`config.mk`:
```
export PLATFORM = sky130hd
export DESIGN_NAME = magic_readback_flat
export DESIGN_NICKNAME = d
export VERILOG_FILES = /design/src/rtl/magic_readback_if.sv /design/src/rtl/magic_readback.sv /design/src/flat_wrapper.sv
export SDC_FILE = /design/constraint.sdc
export NUM_CORES = 1
export LEC_CHECK = 0
export BUFFER_PORTS_ARGS = -buffer_cell sky130_fd_sc_hd__buf_2
export CELL_PAD_IN_SITES_DETAIL_PLACEMENT = 0
export CELL_PAD_IN_SITES_GLOBAL_PLACEMENT = 1
export CORE_MARGIN = 3
export CORE_UTILIZATION = 44
export CTS_CLUSTER_DIAMETER = 100
export DETAILED_ROUTE_END_ITERATION = 10
export PLACE_DENSITY = 0.95
export SLEW_MARGIN = 20
export SYNTH_ARGS = -nofsm -noshare
export SYNTH_HDL_FRONTEND = slang
export SYNTH_SLANG_ARGS = --single-unit
```
`constraint.sdc`:
```
create_clock -name clk28 -period 3.15 [get_ports clk28]
set_input_delay 0.63 -clock clk28 [delete_from_list [all_inputs] [get_ports clk28]]
set_output_delay 0.63 -clock clk28 [all_outputs]
set_load 0.03 [all_outputs]
```
`src/rtl/magic_readback_if.sv`:
```
// CPU bus signals as seen by the magic-port read-back block.
interface cpu_bus;
    logic        mreq;
    logic        ioreq;
    logic        rd;
    logic        wr;
    logic        m1;
    logic [15:0] a;

    modport slave (input mreq, input ioreq, input rd, input wr, input m1, input a);
endinterface

```
`src/rtl/magic_readback.sv`:
```
// Read side of the magic config port (xxFF): snapshots config state, event flags
// and counters onto d_out_o while the magic ROM is mapped. The 0x0C and 0x0D reads
// clear their events at the end of a completed read. Events that arrive after the
// snapshot are remembered in the pend_* registers and survive the clear.
module magic_readback #(
    parameter int unsigned BTN_CNT_W = 4,
    parameter logic [7:0]  ID_BYTE   = 8'h5A
) (
    input  logic       clk28,
    input  logic       rst_n,
    cpu_bus.slave      bus,
    input  logic       n_int_i,
    input  logic       n_int_next_i,
    input  logic       magic_button_i,
    input  logic       magic_map_i,
    input  logic       cfg_magic_beeper_i,
    input  logic [1:0] cfg_timings_i,
    input  logic [1:0] cfg_turbo_i,
    input  logic [1:0] cfg_panning_i,
    input  logic       cfg_rom_plus3_i,
    input  logic       cfg_rom_alt48_i,
    input  logic       cfg_joy_sinclair_i,
    input  logic [1:0] cfg_ram_mode_i,
    input  logic       cfg_divmmc_en_i,
    input  logic       cfg_ulaplus_en_i,
    input  logic       cfg_covox_en_i,
    input  logic       cfg_sd_en_i,
    output logic [7:0] d_out_o,
    output logic       d_out_active_o
);
    localparam logic [BTN_CNT_W-1:0] BTN_MAX = '1;
    localparam logic [BTN_CNT_W-1:0] BTN_ONE = BTN_CNT_W'(1);

    logic                 cs, rd_start, rd_end, tick, press, ovf_now;
    logic [7:0]           rd_mux;
    logic                 unused_bus;

    logic                 cs_q;
    logic [7:0]           d_out_q, d_out_d;
    logic [7:0]           rd_addr_q, rd_addr_d;
    logic [7:0]           frame_cnt_q, frame_cnt_d;
    logic                 frame_evt_q, frame_evt_d;
    logic                 frame_ovf_q, frame_ovf_d;
    logic                 btn_evt_q, btn_evt_d;
    logic                 btn_prev_q, btn_prev_d;
    logic [BTN_CNT_W-1:0] btn_cnt_q, btn_cnt_d;
    logic                 pend_frame_evt_q, pend_frame_evt_d;
    logic                 pend_frame_ovf_q, pend_frame_ovf_d;
    logic                 pend_btn_evt_q, pend_btn_evt_d;
    logic [BTN_CNT_W-1:0] pend_btn_cnt_q, pend_btn_cnt_d;

    // Decode and event detection; m1 and wr deliberately play no part in the decode.
    always_comb begin
        cs       = magic_map_i & bus.ioreq & bus.rd & (bus.a[7:0] == 8'hFF);
        rd_start = cs & ~cs_q;
        rd_end   = ~cs & cs_q;
        tick     = n_int_i & ~n_int_next_i;
        press    = tick & magic_button_i & ~btn_prev_q;
        ovf_now  = tick & (frame_cnt_q == 8'hFF);
    end

    assign unused_bus = bus.mreq ^ bus.wr ^ bus.m1;

    // Register map as seen through a[15:8].
    always_comb begin
        rd_mux = 8'hFF;
        case (bus.a[15:8])
            8'h00: rd_mux = 8'h00;
            8'h01: rd_mux = {7'b0, cfg_magic_beeper_i};
            8'h02: rd_mux = {6'b0, cfg_timings_i};
            8'h03: rd_mux = {6'b0, cfg_turbo_i};
            8'h04: rd_mux = {6'b0, cfg_panning_i};
            8'h05: rd_mux = {7'b0, cfg_rom_plus3_i};
            8'h06: rd_mux = {7'b0, cfg_rom_alt48_i};
            8'h07: rd_mux = {7'b0, cfg_joy_sinclair_i};
            8'h08: rd_mux = {6'b0, cfg_ram_mode_i};
            8'h09: rd_mux = {7'b0, cfg_divmmc_en_i};
            8'h0A: rd_mux = {7'b0, cfg_ulaplus_en_i};
            8'h0B: rd_mux = {6'b0, cfg_sd_en_i, cfg_covox_en_i};
            8'h0C: rd_mux = {5'b0, frame_ovf_q, frame_evt_q, btn_evt_q};
            8'h0D: rd_mux = 8'(btn_cnt_q);
            8'h0E: rd_mux = frame_cnt_q;
            8'h0F: rd_mux = ID_BYTE;
            default: rd_mux = 8'hFF;
        endcase
    end

    // Next state for counters, flags, the pending-merge shadow and the read snapshot.
    always_comb begin
        d_out_d     = rd_start ? rd_mux : d_out_q;
        rd_addr_d   = rd_start ? bus.a[15:8] : rd_addr_q;
        frame_cnt_d = frame_cnt_q + 8'(tick);
        btn_prev_d  = tick ? magic_button_i : btn_prev_q;
        frame_evt_d = frame_evt_q | tick;
        frame_ovf_d = frame_ovf_q | ovf_now;
        btn_evt_d   = btn_evt_q | press;
        btn_cnt_d   = (press && btn_cnt_q != BTN_MAX) ? btn_cnt_q + BTN_ONE : btn_cnt_q;

        // The shadow restarts at the snapshot, so it holds exactly what the read did not see.
        if (rd_start) begin
            pend_frame_evt_d = tick;
            pend_frame_ovf_d = ovf_now;
            pend_btn_evt_d   = press;
            pend_btn_cnt_d   = BTN_CNT_W'(press);
        end else begin
            pend_frame_evt_d = pend_frame_evt_q | tick;
            pend_frame_ovf_d = pend_frame_ovf_q | ovf_now;
            pend_btn_evt_d   = pend_btn_evt_q | press;
            pend_btn_cnt_d   = (press && pend_btn_cnt_q != BTN_MAX) ?
                               pend_btn_cnt_q + BTN_ONE : pend_btn_cnt_q;
        end

        // Clear-on-read: replacing with the shadow means a same-cycle event still wins.
        if (rd_end && rd_addr_q == 8'h0C) begin
            frame_evt_d = pend_frame_evt_d;
            frame_ovf_d = pend_frame_ovf_d;
            btn_evt_d   = pend_btn_evt_d;
        end
        if (rd_end && rd_addr_q == 8'h0D) begin
            btn_cnt_d = pend_btn_cnt_d;
        end
    end

    // State registers; asynchronous reset releases the bus at once without any clear.
    always_ff @(posedge clk28 or negedge rst_n) begin
        if (!rst_n) begin
            cs_q             <= 1'b0;
            d_out_q          <= 8'hFF;
            rd_addr_q        <= 8'h00;
            frame_cnt_q      <= 8'h00;
            frame_evt_q      <= 1'b0;
            frame_ovf_q      <= 1'b0;
            btn_evt_q        <= 1'b0;
            btn_prev_q       <= 1'b0;
            btn_cnt_q        <= '0;
            pend_frame_evt_q <= 1'b0;
            pend_frame_ovf_q <= 1'b0;
            pend_btn_evt_q   <= 1'b0;
            pend_btn_cnt_q   <= '0;
        end else begin
            cs_q             <= cs;
            d_out_q          <= d_out_d;
            rd_addr_q        <= rd_addr_d;
            frame_cnt_q      <= frame_cnt_d;
            frame_evt_q      <= frame_evt_d;
            frame_ovf_q      <= frame_ovf_d;
            btn_evt_q        <= btn_evt_d;
            btn_prev_q       <= btn_prev_d;
            btn_cnt_q        <= btn_cnt_d;
            pend_frame_evt_q <= pend_frame_evt_d;
            pend_frame_ovf_q <= pend_frame_ovf_d;
            pend_btn_evt_q   <= pend_btn_evt_d;
            pend_btn_cnt_q   <= pend_btn_cnt_d;
        end
    end

    // Drive enable is cs delayed one clock: rises a clock after cs, falls a clock after it drops.
    assign d_out_active_o = cs_q;
    assign d_out_o        = d_out_q;
endmodule

```
`src/flat_wrapper.sv`:
```
// flat-port wrapper written by rule: the top's interface ports become plain ports
module magic_readback_flat 
#(
    parameter int unsigned BTN_CNT_W = 4,
    parameter logic [7:0]  ID_BYTE   = 8'h5A
)
  (clk28, rst_n, n_int_i, n_int_next_i, magic_button_i, magic_map_i, cfg_magic_beeper_i, cfg_timings_i, cfg_turbo_i, cfg_panning_i, cfg_rom_plus3_i, cfg_rom_alt48_i, cfg_joy_sinclair_i, cfg_ram_mode_i, cfg_divmmc_en_i, cfg_ulaplus_en_i, cfg_covox_en_i, cfg_sd_en_i, d_out_o, d_out_active_o, bus_mreq, bus_ioreq, bus_rd, bus_wr, bus_m1, bus_a);
  cpu_bus bus_i ();
  input  logic clk28;
  input  logic rst_n;
  input  logic n_int_i;
  input  logic n_int_next_i;
  input  logic magic_button_i;
  input  logic magic_map_i;
  input  logic cfg_magic_beeper_i;
  input  logic [1:0] cfg_timings_i;
  input  logic [1:0] cfg_turbo_i;
  input  logic [1:0] cfg_panning_i;
  input  logic cfg_rom_plus3_i;
  input  logic cfg_rom_alt48_i;
  input  logic cfg_joy_sinclair_i;
  input  logic [1:0] cfg_ram_mode_i;
  input  logic cfg_divmmc_en_i;
  input  logic cfg_ulaplus_en_i;
  input  logic cfg_covox_en_i;
  input  logic cfg_sd_en_i;
  output logic [7:0] d_out_o;
  output logic d_out_active_o;
  input wire logic [$bits(bus_i.mreq)-1:0] bus_mreq;
  input wire logic [$bits(bus_i.ioreq)-1:0] bus_ioreq;
  input wire logic [$bits(bus_i.rd)-1:0] bus_rd;
  input wire logic [$bits(bus_i.wr)-1:0] bus_wr;
  input wire logic [$bits(bus_i.m1)-1:0] bus_m1;
  input wire logic [$bits(bus_i.a)-1:0] bus_a;
  assign bus_i.mreq = bus_mreq;
  assign bus_i.ioreq = bus_ioreq;
  assign bus_i.rd = bus_rd;
  assign bus_i.wr = bus_wr;
  assign bus_i.m1 = bus_m1;
  assign bus_i.a = bus_a;
  magic_readback #(.BTN_CNT_W(BTN_CNT_W), .ID_BYTE(ID_BYTE)) u_core (.clk28(clk28), .rst_n(rst_n), .bus(bus_i), .n_int_i(n_int_i), .n_int_next_i(n_int_next_i), .magic_button_i(magic_button_i), .magic_map_i(magic_map_i), .cfg_magic_beeper_i(cfg_magic_beeper_i), .cfg_timings_i(cfg_timings_i), .cfg_turbo_i(cfg_turbo_i), .cfg_panning_i(cfg_panning_i), .cfg_rom_plus3_i(cfg_rom_plus3_i), .cfg_rom_alt48_i(cfg_rom_alt48_i), .cfg_joy_sinclair_i(cfg_joy_sinclair_i), .cfg_ram_mode_i(cfg_ram_mode_i), .cfg_divmmc_en_i(cfg_divmmc_en_i), .cfg_ulaplus_en_i(cfg_ulaplus_en_i), .cfg_covox_en_i(cfg_covox_en_i), .cfg_sd_en_i(cfg_sd_en_i), .d_out_o(d_out_o), .d_out_active_o(d_out_active_o));
endmodule
```
=== Word-level counts from Yosys, hierarchy flattened ===
Index checks and enable logic that the tools add are counted.

* Memory bits (read-only): 0
* Bits in registers: 40
* Output and inout bits: 9
* Memories: 0
* Latch bits: 0
* Input bits: 43
* Logic and storage cells: 73
* Memory bits (writable): 0

* Eq/ne operators: 21
* Div/mod/pow operators: 0
* Bitwise gates (word level): 19
* Shift-type cells: 0
* Reduce and logical (&&, ||, !) cells: 6
* $add $sub $neg: 3
* Muxes and demuxes: 11
* Order comparisons: 0
* Multipliers: 0

{| class="wikitable"
|+ Operator list
! operator !! count
|-
| case mux 8 bit (16 select lines) || 1
|-
| equality test 8 x 4 -> 1 bit, second input constant || 10
|-
| equality test 8 x 3 -> 1 bit, second input constant || 4
|-
| equality test 8 x 2 -> 1 bit, second input constant || 2
|-
| equality test 8 bit, second input constant || 2
|-
| 2-to-1 mux 4 bit || 4
|-
| bitwise AND 1 bit || 9
|-
| adder 4 x 1 -> 4 bit, second input constant || 2
|-
| adder 8 x 1 -> 8 bit || 1
|-
| equality test 8 x 1 -> 1 bit, second input constant || 1
|-
| logical NOT 8 bit || 1
|-
| inequality test 4 bit, second input constant || 2
|-
| 2-to-1 mux 1 bit || 6
|-
| bitwise OR 1 bit || 6
|-
| logical AND 1 bit || 4
|-
| NOT 1 bit || 4
|-
| nonzero test 2 bit || 1
|}

=== Longest topological paths before layout ===
Gate-level depths: netlist (run 1).

* Depth in word-level cells: 8
* Depth in mapped cells: 6
* Mapped depth without buffers: 6

=== Least setup slack after synthesis (run 1) ===
Ideal clock, no wire load.

* Kind: in2reg
* Start point: input port bus_a[7]
* End point: register u_core.rd_addr_q[6]
* Data required time: 3.025 ns
* Arrival time: 1.792 ns
* Cell stages on the path: 4
* Library setup time: 0.125 ns
* Path buffers: 1
* Setup slack: 1.234 ns
* Cells stage by stage: nand4_2 > nor4_4 > buf_2 > mux2_2

* Longest elaborated chain between the ends: 3

{| class="wikitable"
|+ Ends and longest elaborated chain
! item !! line !! source
|-
| from (decl) || flat_wrapper.sv:34 || <nowiki>input wire logic [$bits(bus_i.a)-1:0] bus_a;</nowiki>
|-
| equality test 8 bit || magic_readback.sv:54 || <nowiki>cs = magic_map_i & bus.ioreq & bus.rd & (bus.a[7:0] == 8'hFF);</nowiki>
|-
| bitwise AND 1 bit || magic_readback.sv:54 ||
|-
| bitwise AND 1 bit || magic_readback.sv:55 || <nowiki>rd_start = cs & ~cs_q;</nowiki>
|-
| to (signal assigned) || magic_readback.sv:143 || <nowiki>rd_addr_q <= rd_addr_d;</nowiki>
|-
| to (decl) || magic_readback.sv:40 || <nowiki>logic [7:0] rd_addr_q, rd_addr_d;</nowiki>
|}

Every way passes these cells.
A chain may end at the register's enable or synchronous reset.

=== Worst setup path after layout (run 1) ===
* Start point: input port bus_a[7]
* End point: register u_core.btn_cnt_q[2]

* Elaborated cells on any way between the ends: 9
* Classes of those cells: eq/ne (1); mux (2); bitwise (4); reduce/logical (2)

{| class="wikitable"
|+ RTL lines
! item !! line !! source
|-
| equality test 8 bit || magic_readback.sv:54 ||
|-
| bitwise AND 1 bit || magic_readback.sv:54 ||
|-
| bitwise AND 1 bit || magic_readback.sv:55 ||
|-
| 2-to-1 mux 4 bit || magic_readback.sv:100 || <nowiki>if (rd_start) begin</nowiki>
|-
| named net u_core.pend_btn_cnt_d[2] || magic_readback.sv:50 || <nowiki>logic [BTN_CNT_W-1:0] pend_btn_cnt_q, pend_btn_cnt_d;</nowiki>
|-
| 2-to-1 mux 4 bit || magic_readback.sv:119 || <nowiki>if (rd_end && rd_addr_q == 8'h0D) begin</nowiki>
|-
| to (signal assigned) || magic_readback.sv:149 || <nowiki>btn_cnt_q <= btn_cnt_d;</nowiki>
|-
| to (decl) || magic_readback.sv:46 || <nowiki>logic [BTN_CNT_W-1:0] btn_cnt_q, btn_cnt_d;</nowiki>
|}

The timed path passes the listed nets, and every way through them passes these cells.

==> results of run 1 <==
[layout make-up]
type                    instances  area, um2  share of cell area
clock buffers                   5       68.8              0.0268
clock inverters                 3       42.5              0.0166
inverters                       5       18.8             0.00731
multi-input cells             152       1100               0.427
flip-flops and latches         40       1010               0.394
well taps                      67       83.8              0.0326
repair buffers                 49        248              0.0964
[power by group]
group,internal (mW),leakage [nW],switching (mW)
Sequential,0.605,0.483,0.109
Clock,0.234,0.0541,0.178
Combinational,0.158,0.633,0.133
Total,0.997,1.17,0.420
[cell usage after synthesis (2+ instances only)]
master | n | share of area
mux2i_1 | 3 | 0.014
nor2_1 | 14 | 0.024
a211oi_1 | 2 | 0.0068
dfrtp_1 | 32 | 0.37
a21oi_1 | 6 | 0.014
and3_1 | 6 | 0.017
o21ai_0 | 13 | 0.030
mux4_2 | 2 | 0.021
xnor2_1 | 3 | 0.012
nand2b_1 | 3 | 0.0086
dfstp_2 | 8 | 0.096
mux2_2 | 12 | 0.062
nand3b_1 | 5 | 0.017
inv_1 | 5 | 0.0086
nand3_1 | 13 | 0.030
clkbuf_1 | 6 | 0.010
a31oi_1 | 8 | 0.023
buf_6 | 2 | 0.010
nand4_1 | 6 | 0.017
a21boi_0 | 2 | 0.0068
mux2_4 | 3 | 0.021
xor2_1 | 4 | 0.016
nand2_1 | 16 | 0.027
ha_1 | 4 | 0.023
buf_2 | 3 | 0.0068
nor2b_1 | 2 | 0.0057
nor3_1 | 8 | 0.018
[how the worst max path moves through the flow]
stage,from,cells past startpoint,endpoint
after floorplan,bus_a[7],4,u_core.rd_addr_q[6]$_DFFE_PN0P_
after global placement,bus_a[7],5,u_core.btn_cnt_q[2]$_DFFE_PN0P_
after detailed placement,bus_a[7],5,u_core.btn_cnt_q[2]$_DFFE_PN0P_
after CTS,bus_a[7],5,u_core.btn_cnt_q[2]$_DFFE_PN0P_
after global routing,bus_a[7],5,u_core.btn_cnt_q[2]$_DFFE_PN0P_
final,bus_a[7],5,u_core.btn_cnt_q[2]$_DFFE_PN0P_
[critical path, cell delays in order]
cell     delay (ns)
buf_2          0.09
nand4_2        0.14
nor4_4         0.79
nor3_1         0.18
mux2_4         0.29
[flip-flops by register name (all words and copies together) (netlist names)]
name                     flops
u_core.frame_evt_q           1
u_core.rd_addr_q             8
u_core.pend_frame_evt_q      1
u_core.frame_cnt_q           8
u_core.d_out_active_o        1
u_core.btn_evt_q             1
u_core.pend_btn_cnt_q        4
u_core.pend_frame_ovf_q      1
u_core.d_out_o               8
u_core.btn_cnt_q             4
u_core.pend_btn_evt_q        1
u_core.btn_prev_q            1
u_core.frame_ovf_q           1
[kinds of logic (layout without fill, tap and decap cells)]
| kind of cell | count (synthesis) | after routing | share of synthesized area |
|---|---|---|---|
| flops | 40 | 40 | 0.461 |
| fa+ha+maj | 4 | 4 | 0.0228 |
| compound gates | 36 | 36 | 0.103 |
| mux | 20 | 20 | 0.116 |
| buf+inv | 17 | 62 | 0.0394 |
| xor+xnor | 7 | 7 | 0.0280 |
| simple gates | 85 | 85 | 0.229 |
[metrics by stage]
step | util | cell area, um2
finish | 0.537 | 2570
global route | 0.537 | 2570
floorplan | - | 2190
detailed placement | 0.513 | 2460
global placement | 0.513 | 2460
CTS | 0.537 | 2570
[routing by layer]
metal  up-vias  wire [um]
met4         0        101
met3        10        273
li1        853          -
met5         -          0
met2        57       2090
met1       806       2150
==> reports/summary.txt, run 1 <==
Initial antenna violation count: 0
RSZ-0062 raised after global routing: false
Slew Limit Fails: 0
Total negative slack: 0 ns
Clock transition at the registers of the reported paths: 0.08 ns
Worst skew pair latency: 0.29 ns
Yosys reg bits: 40
Die ar.: 5870 um2
Post-synth EDFFs: 0
Leak Pwr: 1.17 nW
Max_slew headroom: 0.418
Worst vdd ir: 186 uV
Minimum clock period: 1.95 ns
Worst Reg2Reg Path Length in Cells: 3
Post-synth ARST share: 1.00
Syn-to-layout area delta: 17.1%
Ys Warns: 0
Met2 Use GR: 0.261
Power, Total: 1.42 mW
Clock root cell: clkbuf_8
Worst Path Required: 3.33 ns
Detail-routed via count per cell: 5.38
Reg2reg end: u_core.btn_cnt_q[2]$_DFFE_PN0P_
Sequential share of the synthesized area: 0.461
Busiest grt layer: met2
Setup bufs post-CTS: 0
Cell count after synthesis: 209
# hold bufs at CTS: 0
Most common cell after layout, fill and taps aside: buf_2
Post-route DRC violation count: 0
Status: completed
Synth cell types: 45
Number of I/O port buffers: 48
Layout cells sized above 1: 0.350
Actual slew at the worst max-slew pin: 0.866 ns
Maximum clock path buffer count: 2
Site Rows: 25
DRT Pass-1 Iters: 4
Fmax: 513 MHz
Largest net degree at the start of global routing: 41
Wire length per cell: 14.4 um
Final hold vios: 0
Vias in the first global route: 1686
Die H: 76.6 um
Hold slack: 0.450 ns
Crit. End Element: register
Setup violators final: 0
Starting DRT DRC Count: 126
GRT Util Overall: 0.167
First-pass GRT wire length: 7.90 mm
Top FF cell, synth: dfrtp_1
Starting Density: 0.458
R2R setup slack: 1.32 ns
Gr ovfl total: 0
Commonest cells after routing, fill and taps aside: 48 x buf_2, 32 x dfrtp_1, 16 x nand2_1
Fin nets: 300
Mapped Avg Cell Area: 10.5 um2
Ant diodes: 0
Routed WL: 4.61 mm
I/O pin cnt: 52
CTS tree: done
# Max-Cap Violations: 0
Syn_nets: 256
Cts repair resizes: 0
Post-DP HPWL: 3.41 mm
Kind of critical path: input port to register
Final Cycle Share: 0.618
Grt met1 use: 0.227
Reg2reg start: u_core.d_out_active_o$_DFF_PN0_
Clk sink count: 40
GPL Wtd Cong: 0.799
Non-filler cells, final: 321
Die width: 76.6 um
PnR worst setup slack: 1.20 ns
CTS buffer count: 5
Met3 usage: 0.0414
FILL cells: 428
Worst Setup Start Kind: input port
Hold Crit Class: input port to async pin
Mapped Area: 2190 um2
Setup slack at placement: 0.831 ns
# placed instances: 313
Worst-path fanout max: 14
Core Area: 4790 um2
Vias: 1726
Max Clock Skew: 0.00255 ns
Pwr dens: 552 nW/um2
Htree depth: 2
Final antenna-violating net count: 0
Critical Path AT: 2.13 ns
Note: power is estimated with default switching activity, not from simulation.
==> inputs of run 2 (changes only) <==
--- a/config.mk
+++ b/config.mk
@@ -9,10 +9,10 @@
 export CELL_PAD_IN_SITES_DETAIL_PLACEMENT = 0
 export CELL_PAD_IN_SITES_GLOBAL_PLACEMENT = 1
 export CORE_MARGIN = 3
-export CORE_UTILIZATION = 44
+export CORE_UTILIZATION = 37
 export CTS_CLUSTER_DIAMETER = 100
 export DETAILED_ROUTE_END_ITERATION = 10
-export PLACE_DENSITY = 0.95
+export PLACE_DENSITY = 0.86
 export SLEW_MARGIN = 20
 export SYNTH_ARGS = -nofsm -noshare
 export SYNTH_HDL_FRONTEND = slang
==> constraint.sdc (replaced) <==
create_clock -name clk28 -period 1.75 [get_ports clk28]
set_input_delay 0.35 -clock clk28 [delete_from_list [all_inputs] [get_ports clk28]]
set_output_delay 0.35 -clock clk28 [all_outputs]
set_load 0.03 [all_outputs]
==> run 2 against run 1 <==
Net effect:
- sequential share of layout area shrank 2.3 points
- sequential cell count unchanged
- final cell count is 5.9% higher
- sequential power up 79%
- clock skew grew 0.0047 ns
- first-iteration DRC count decreased by 53%
- final area is 6.3% higher
- global-route usage shrank 1.7 points
- worst setup slack got worse by 1.1 ns
- largest cell class unchanged
- wire length is 6.7% higher
- utilization down 5.0 points
- clock power increased by 82%
==> reports/summary.txt, run 2 (synthesis gave the netlist of run 1 again) <==
Max_slew headroom: 0.731
First-pass GRT wire length: 8.52 mm
Gr ovfl total: 0
Wire length per cell: 14.5 um
Slew Limit Fails: 0
Worst skew pair latency: 0.29 ns
Hold Crit Class: input port to async pin
Starting DRT DRC Count: 59
Post-route DRC violation count: 0
Maximum clock path buffer count: 2
Syn-to-layout area delta: 24.5%
Clk sink count: 40
Seq pwr share: 0.497
Core Area: 5610 um2
Final Cycle Share: 0.945
Vias: 1802
Fmax: 605 MHz
GRT Util Overall: 0.150
Final hold vios: 0
Total negative slack: 0 ns
Critical Path AT: 1.83 ns
Area of the multi-input gates: 1110 um2
Clock root cell: clkbuf_8
Die H: 83.0 um
Power, Total: 2.56 mW
Setup violators final: 0
Power share of the combinational group: 0.210
Final instance area: 2730 um2
Actual slew at the worst max-slew pin: 0.401 ns
Layout cells sized above 1: 0.396
Die width: 83.0 um
FILL cells: 546
# Max-Cap Violations: 0
P_sw: 0.757 mW
Pint: 1.81 mW
Placed Area: 2610 um2
I/O pin cnt: 52
Site Rows: 27
DRT Pass-1 Iters: 4
Ant diodes: 0
Number of I/O port buffers: 48
Starting Density: 0.391
Clock transition at the registers of the reported paths: 0.08 ns
RSZ-0062 raised after global routing: false
Initial antenna violation count: 0
Minimum clock period: 1.65 ns
Kind of critical path: register to register
Commonest cells after routing, fill and taps aside: 48 x buf_2, 31 x dfrtp_1, 16 x nand2_1
Htree depth: 2
Final antenna-violating net count: 0
Sw frac: 0.295
Max Clock Skew: 0.00721 ns
CTS tree: done
Worst vdd ir: 376 uV
Leak Pwr: 1.25 nW
Die ar.: 6890 um2
Pwr dens: 939 nW/um2
Routed WL: 4.92 mm
Clock power frac: 0.292
Worst Path Required: 1.93 ns
Setup bufs post-CTS: 0
GPL Wtd Cong: 0.809
CTS buffer count: 5
Status: completed
Post-DP HPWL: 3.82 mm
Largest net degree at the start of global routing: 41
Worst-path fanout max: 4
Most common cell after layout, fill and taps aside: buf_2
Fin nets: 314
Crit. End Element: register
FF/Latch Area: 1010 um2
Vias in the first global route: 1861
Worst Setup Start Kind: register
Detail-routed via count per cell: 5.30
[run 2: cell types whose count changed in the layout (fill, tap and decap cells not counted)]
| cell | previous run | this run |
|---|---|---|
| buf_12 | 0 | 3 |
| buf_4 | 1 | 12 |
| dfrtp_2 | 0 | 1 |
| dfrtp_1 | 32 | 31 |
| nor4bb_2 | 0 | 1 |
| nor4bb_1 | 1 | 0 |
| nor4b_2 | 0 | 1 |
| nor4b_1 | 1 | 0 |
[run 2: through the flow]
step                      utilization  hold WS, ns  instances  setup WS (ns)
after floorplan                     -       0.0544        209         0.0817
after global routing            0.487       0.0187        340       0.000640
after detailed placement        0.465        0.336        332      0.0000439
after global placement          0.465        0.333        332         0.0302
after CTS                       0.486       0.0117        340         0.0401
final                           0.487       0.0133        340         0.0970
[run 2: worst max-delay path, stage by stage, from the launching register on]
cell	delay (ns)
dfrtp_1	0.41
nor4bb_2	0.31
and2_1	0.19
and3_1	0.31
mux2_4	0.32
[run 2: per-layer routing]
| metal | GRT usage | part of all wire |
|---|---|---|
| met5 | 0 | 0 |
| met4 | 0.0490 | 0.0059 |
| met3 | 0.0397 | 0.084 |
| met2 | 0.243 | 0.46 |
| met1 | 0.195 | 0.45 |
[run 2: area by class of cell]
cell class | instances | area share
multi-input combinational | 152 | 0.406
inverter | 5 | 0.00687
clock inverter | 3 | 0.0156
clock buffer | 5 | 0.0252
tap | 72 | 0.0330
timing repair buffer | 63 | 0.143
sequential | 40 | 0.371
[run 2: path summary, 6_finish.rpt]
check | start | endpoint | slack, ns | depth (start not counted)
worst min-delay path | rst_n | u_core.frame_cnt_q[5]$_DFF_PN0_ | 0.01 | 2
worst max register to register | u_core.rd_addr_q[5]$_DFFE_PN0P_ | u_core.btn_cnt_q[2]$_DFFE_PN0P_ | 0.1 | 4
worst max-delay path | u_core.rd_addr_q[5]$_DFFE_PN0P_ | u_core.btn_cnt_q[2]$_DFFE_PN0P_ | 0.1 | 4
min in group clk28 | bus_a[14] | u_core.rd_addr_q[6]$_DFFE_PN0P_ | 0.31 | 2
max in group asynchronous | rst_n | u_core.d_out_o[5]$_DFFE_PN1P_ | 1.47 | 2
worst min register to register | u_core.d_out_o[5]$_DFFE_PN1P_ | u_core.d_out_o[5]$_DFFE_PN1P_ | 0.48 | 2
[run 2: power groups by stage]
stage / logic, mW / registers (mW) / clock network, mW
6_report: 0.539 / 1.28 / 0.750
5_1_grt: 0.614 / 1.31 / 0.813
4_1_cts: 0.548 / 1.27 / 0.779
2_1_floorplan: 0.380 / 1.25 / 0
3_5_place_dp: 0.544 / 1.29 / 0
3_3_place_gp: 0.521 / 1.28 / 0
[run 2: what timing repair did]
item                       in CTS  in global routing
setup endpoints to repair       3                  3
hold buffers                    0                  0
hold endpoints to repair        0                  0
gates resized for setup         1                  1
==> inputs of run 3 (changes only) <==
--- a/config.mk
+++ b/config.mk
@@ -13,6 +13,7 @@
 export CTS_CLUSTER_DIAMETER = 100
 export DETAILED_ROUTE_END_ITERATION = 10
 export PLACE_DENSITY = 0.86
+export SETUP_SLACK_MARGIN = 0.2
 export SLEW_MARGIN = 20
 export SYNTH_ARGS = -nofsm -noshare
 export SYNTH_HDL_FRONTEND = slang
==> run 3 against run 2 <==
Net effect:
- global-route usage is 0.30 points higher
- highest routed layer unchanged
- wire length grew 2.8%
- clock-buffer cell count is 1 higher
==> reports/summary.txt, run 3 (synthesis gave the netlist of run 1 again) <==
Worst vdd ir: 386 uV
GPL Wtd Cong: 0.839
Minimum clock period: 1.58 ns
Status: completed
CTS buffer count: 5
Actual slew at the worst max-slew pin: 0.393 ns
Seq pwr share: 0.488
Pint: 1.87 mW
Hold_sp: bus_a[15]
P_sw: 0.790 mW
Clock root cell: clkbuf_8
Power share of the combinational group: 0.232
Clk sink count: 40
Fmax: 631 MHz
Critical Path AT: 1.76 ns
Vias in the first global route: 1862
Pwr dens: 951 nW/um2
First-pass GRT wire length: 8.69 mm
Fin nets: 317
Reg2reg end: u_core.btn_cnt_q[2]$_DFFE_PN0P_
Worst Setup Start Kind: register
Syn-to-layout area delta: 27.5%
Slowest cell on the critical path: dfrtp_1
Commonest cells after routing, fill and taps aside: 48 x buf_2, 31 x dfrtp_1, 16 x nand2_1
Worst skew pair latency: 0.29 ns
Vias: 1830
# Max-Cap Violations: 0
Clock power frac: 0.280
Worst Hold Endpoint: u_core.rd_addr_q[7]$_DFFE_PN0P_
Final hold vios: 0
Crit. End Element: register
Setup violators final: 0
Starting DRT DRC Count: 104
Max Clock Skew: 0.00948 ns
Detail-routed via count per cell: 5.34
Slew Limit Fails: 0
CTS tree: done
Crit-path leading delay family: simple AND/OR/NAND/NOR gates
Wire length per cell: 14.7 um
GRT Util Overall: 0.153
R2R setup slack: 0.17 ns
Most common cell after layout, fill and taps aside: buf_2
Final antenna-violating net count: 0
Crit-path cells: nor4bb_4, and2_4, and3_4, mux2_4
RSZ-0062 raised after global routing: true
Worst Path Required: 1.93 ns
Post-route DRC violation count: 0
Total negative slack: 0 ns
Leak Pwr: 1.27 nW
Die ar.: 6890 um2
I/O pin cnt: 52
Largest net degree at the start of global routing: 19
Site Rows: 27
Sw frac: 0.297
Initial antenna violation count: 0
Htree depth: 2
Hold Path Depth: 2
Clock transition at the registers of the reported paths: 0.08 ns
Hold slack: 0.305 ns
Layout cells sized above 1: 0.413
Worst-path fanout max: 4
Reg2reg start: u_core.rd_addr_q[1]$_DFFE_PN0P_
Max_slew headroom: 0.736
Maximum clock path buffer count: 2
Starting Density: 0.391
Ant diodes: 0
Core Area: 5610 um2
DRT Pass-1 Iters: 4
Hold Crit Class: input port to register
Die H: 83.0 um
Gr ovfl total: 0
Worst Reg2Reg Path Length in Cells: 4
Number of I/O port buffers: 48
Crit path buffers/inverters: 0
Final Cycle Share: 0.906
Post-DP HPWL: 3.75 mm
Kind of critical path: register to register
Routed WL: 5.06 mm
Max incr delay on CP: 0.42 ns
Die width: 83.0 um
run 3: changes by cell type in the layout (fill, tap and decap cells not counted), sizes merged:
| cell | change |
|---|---|
| clkbuf | +1 |
| clkinvlp | -1 |
| buf | +2 |
| dlygate4sd3 | +1 |
run 3: worst max-delay path by stage:
stage | slack [ns] | endpoint | depth (start not counted) | from
global placement | 0.07 | u_core.d_out_o[1]$_DFFE_PN1P_ | 5 | bus_a[13]
floorplan | 0.15 | u_core.btn_cnt_q[1]$_DFFE_PN0P_ | 5 | bus_a[0]
finish | 0.17 | u_core.btn_cnt_q[2]$_DFFE_PN0P_ | 4 | u_core.rd_addr_q[1]$_DFFE_PN0P_
detailed placement | 0.03 | u_core.d_out_o[1]$_DFFE_PN1P_ | 5 | bus_a[13]
global route | 0.11 | u_core.btn_cnt_q[2]$_DFFE_PN0P_ | 4 | u_core.rd_addr_q[1]$_DFFE_PN0P_
CTS | 0.16 | u_core.btn_cnt_q[2]$_DFFE_PN0P_ | 4 | u_core.rd_addr_q[5]$_DFFE_PN0P_
run 3: power groups by stage:
stage	Clock (mW)	Sequential [mW]	Combinational, mW
after global placement	0	1.30	0.514
after floorplan	0	1.25	0.380
after CTS	0.755	1.29	0.541
final	0.744	1.30	0.616
after detailed placement	0	1.30	0.535
after global routing	0.789	1.32	0.690
run 3: timing repair:
action	4_1_cts	5_1_grt
endpoints found under the hold margin	16	0
gates resized for setup	2	6
hold buffers	1	0
setup endpoints to repair	4	4
pin swaps	2	1
buffers inserted	3	4
run 3: layout make-up:
class,instances,area (um2)
Clock buffer,6,72.6
Clock inverter,2,35.0
Fill cell,545,2810
Inverter,5,18.8
Multi-Input combinational cell,152,1160
Sequential cell,40,1010
Tap cell,72,90.1
Timing Repair Buffer,66,403
run 3: layer usage:
metal	track usage	part of all wire	vias up	routed length, um
met4	0.0669	0.021	0	108
met2	0.231	0.45	56	2290
met1	0.205	0.47	885	2360
met5	0	0	-	0
li1	-	-	881	-
met3	0.0427	0.058	8	293
run 3: stage by stage:
stage,instances,instance area [um2],worst slack [ns],util,power [mW]
after floorplan,209,2230,0.153,-,1.63
after global placement,327,2590,0.0668,0.461,1.81
after detailed placement,327,2590,0.0332,0.461,1.84
after CTS,339,2740,0.165,0.489,2.59
after global routing,343,2800,0.113,0.499,2.80
final,343,2800,0.165,0.499,2.66
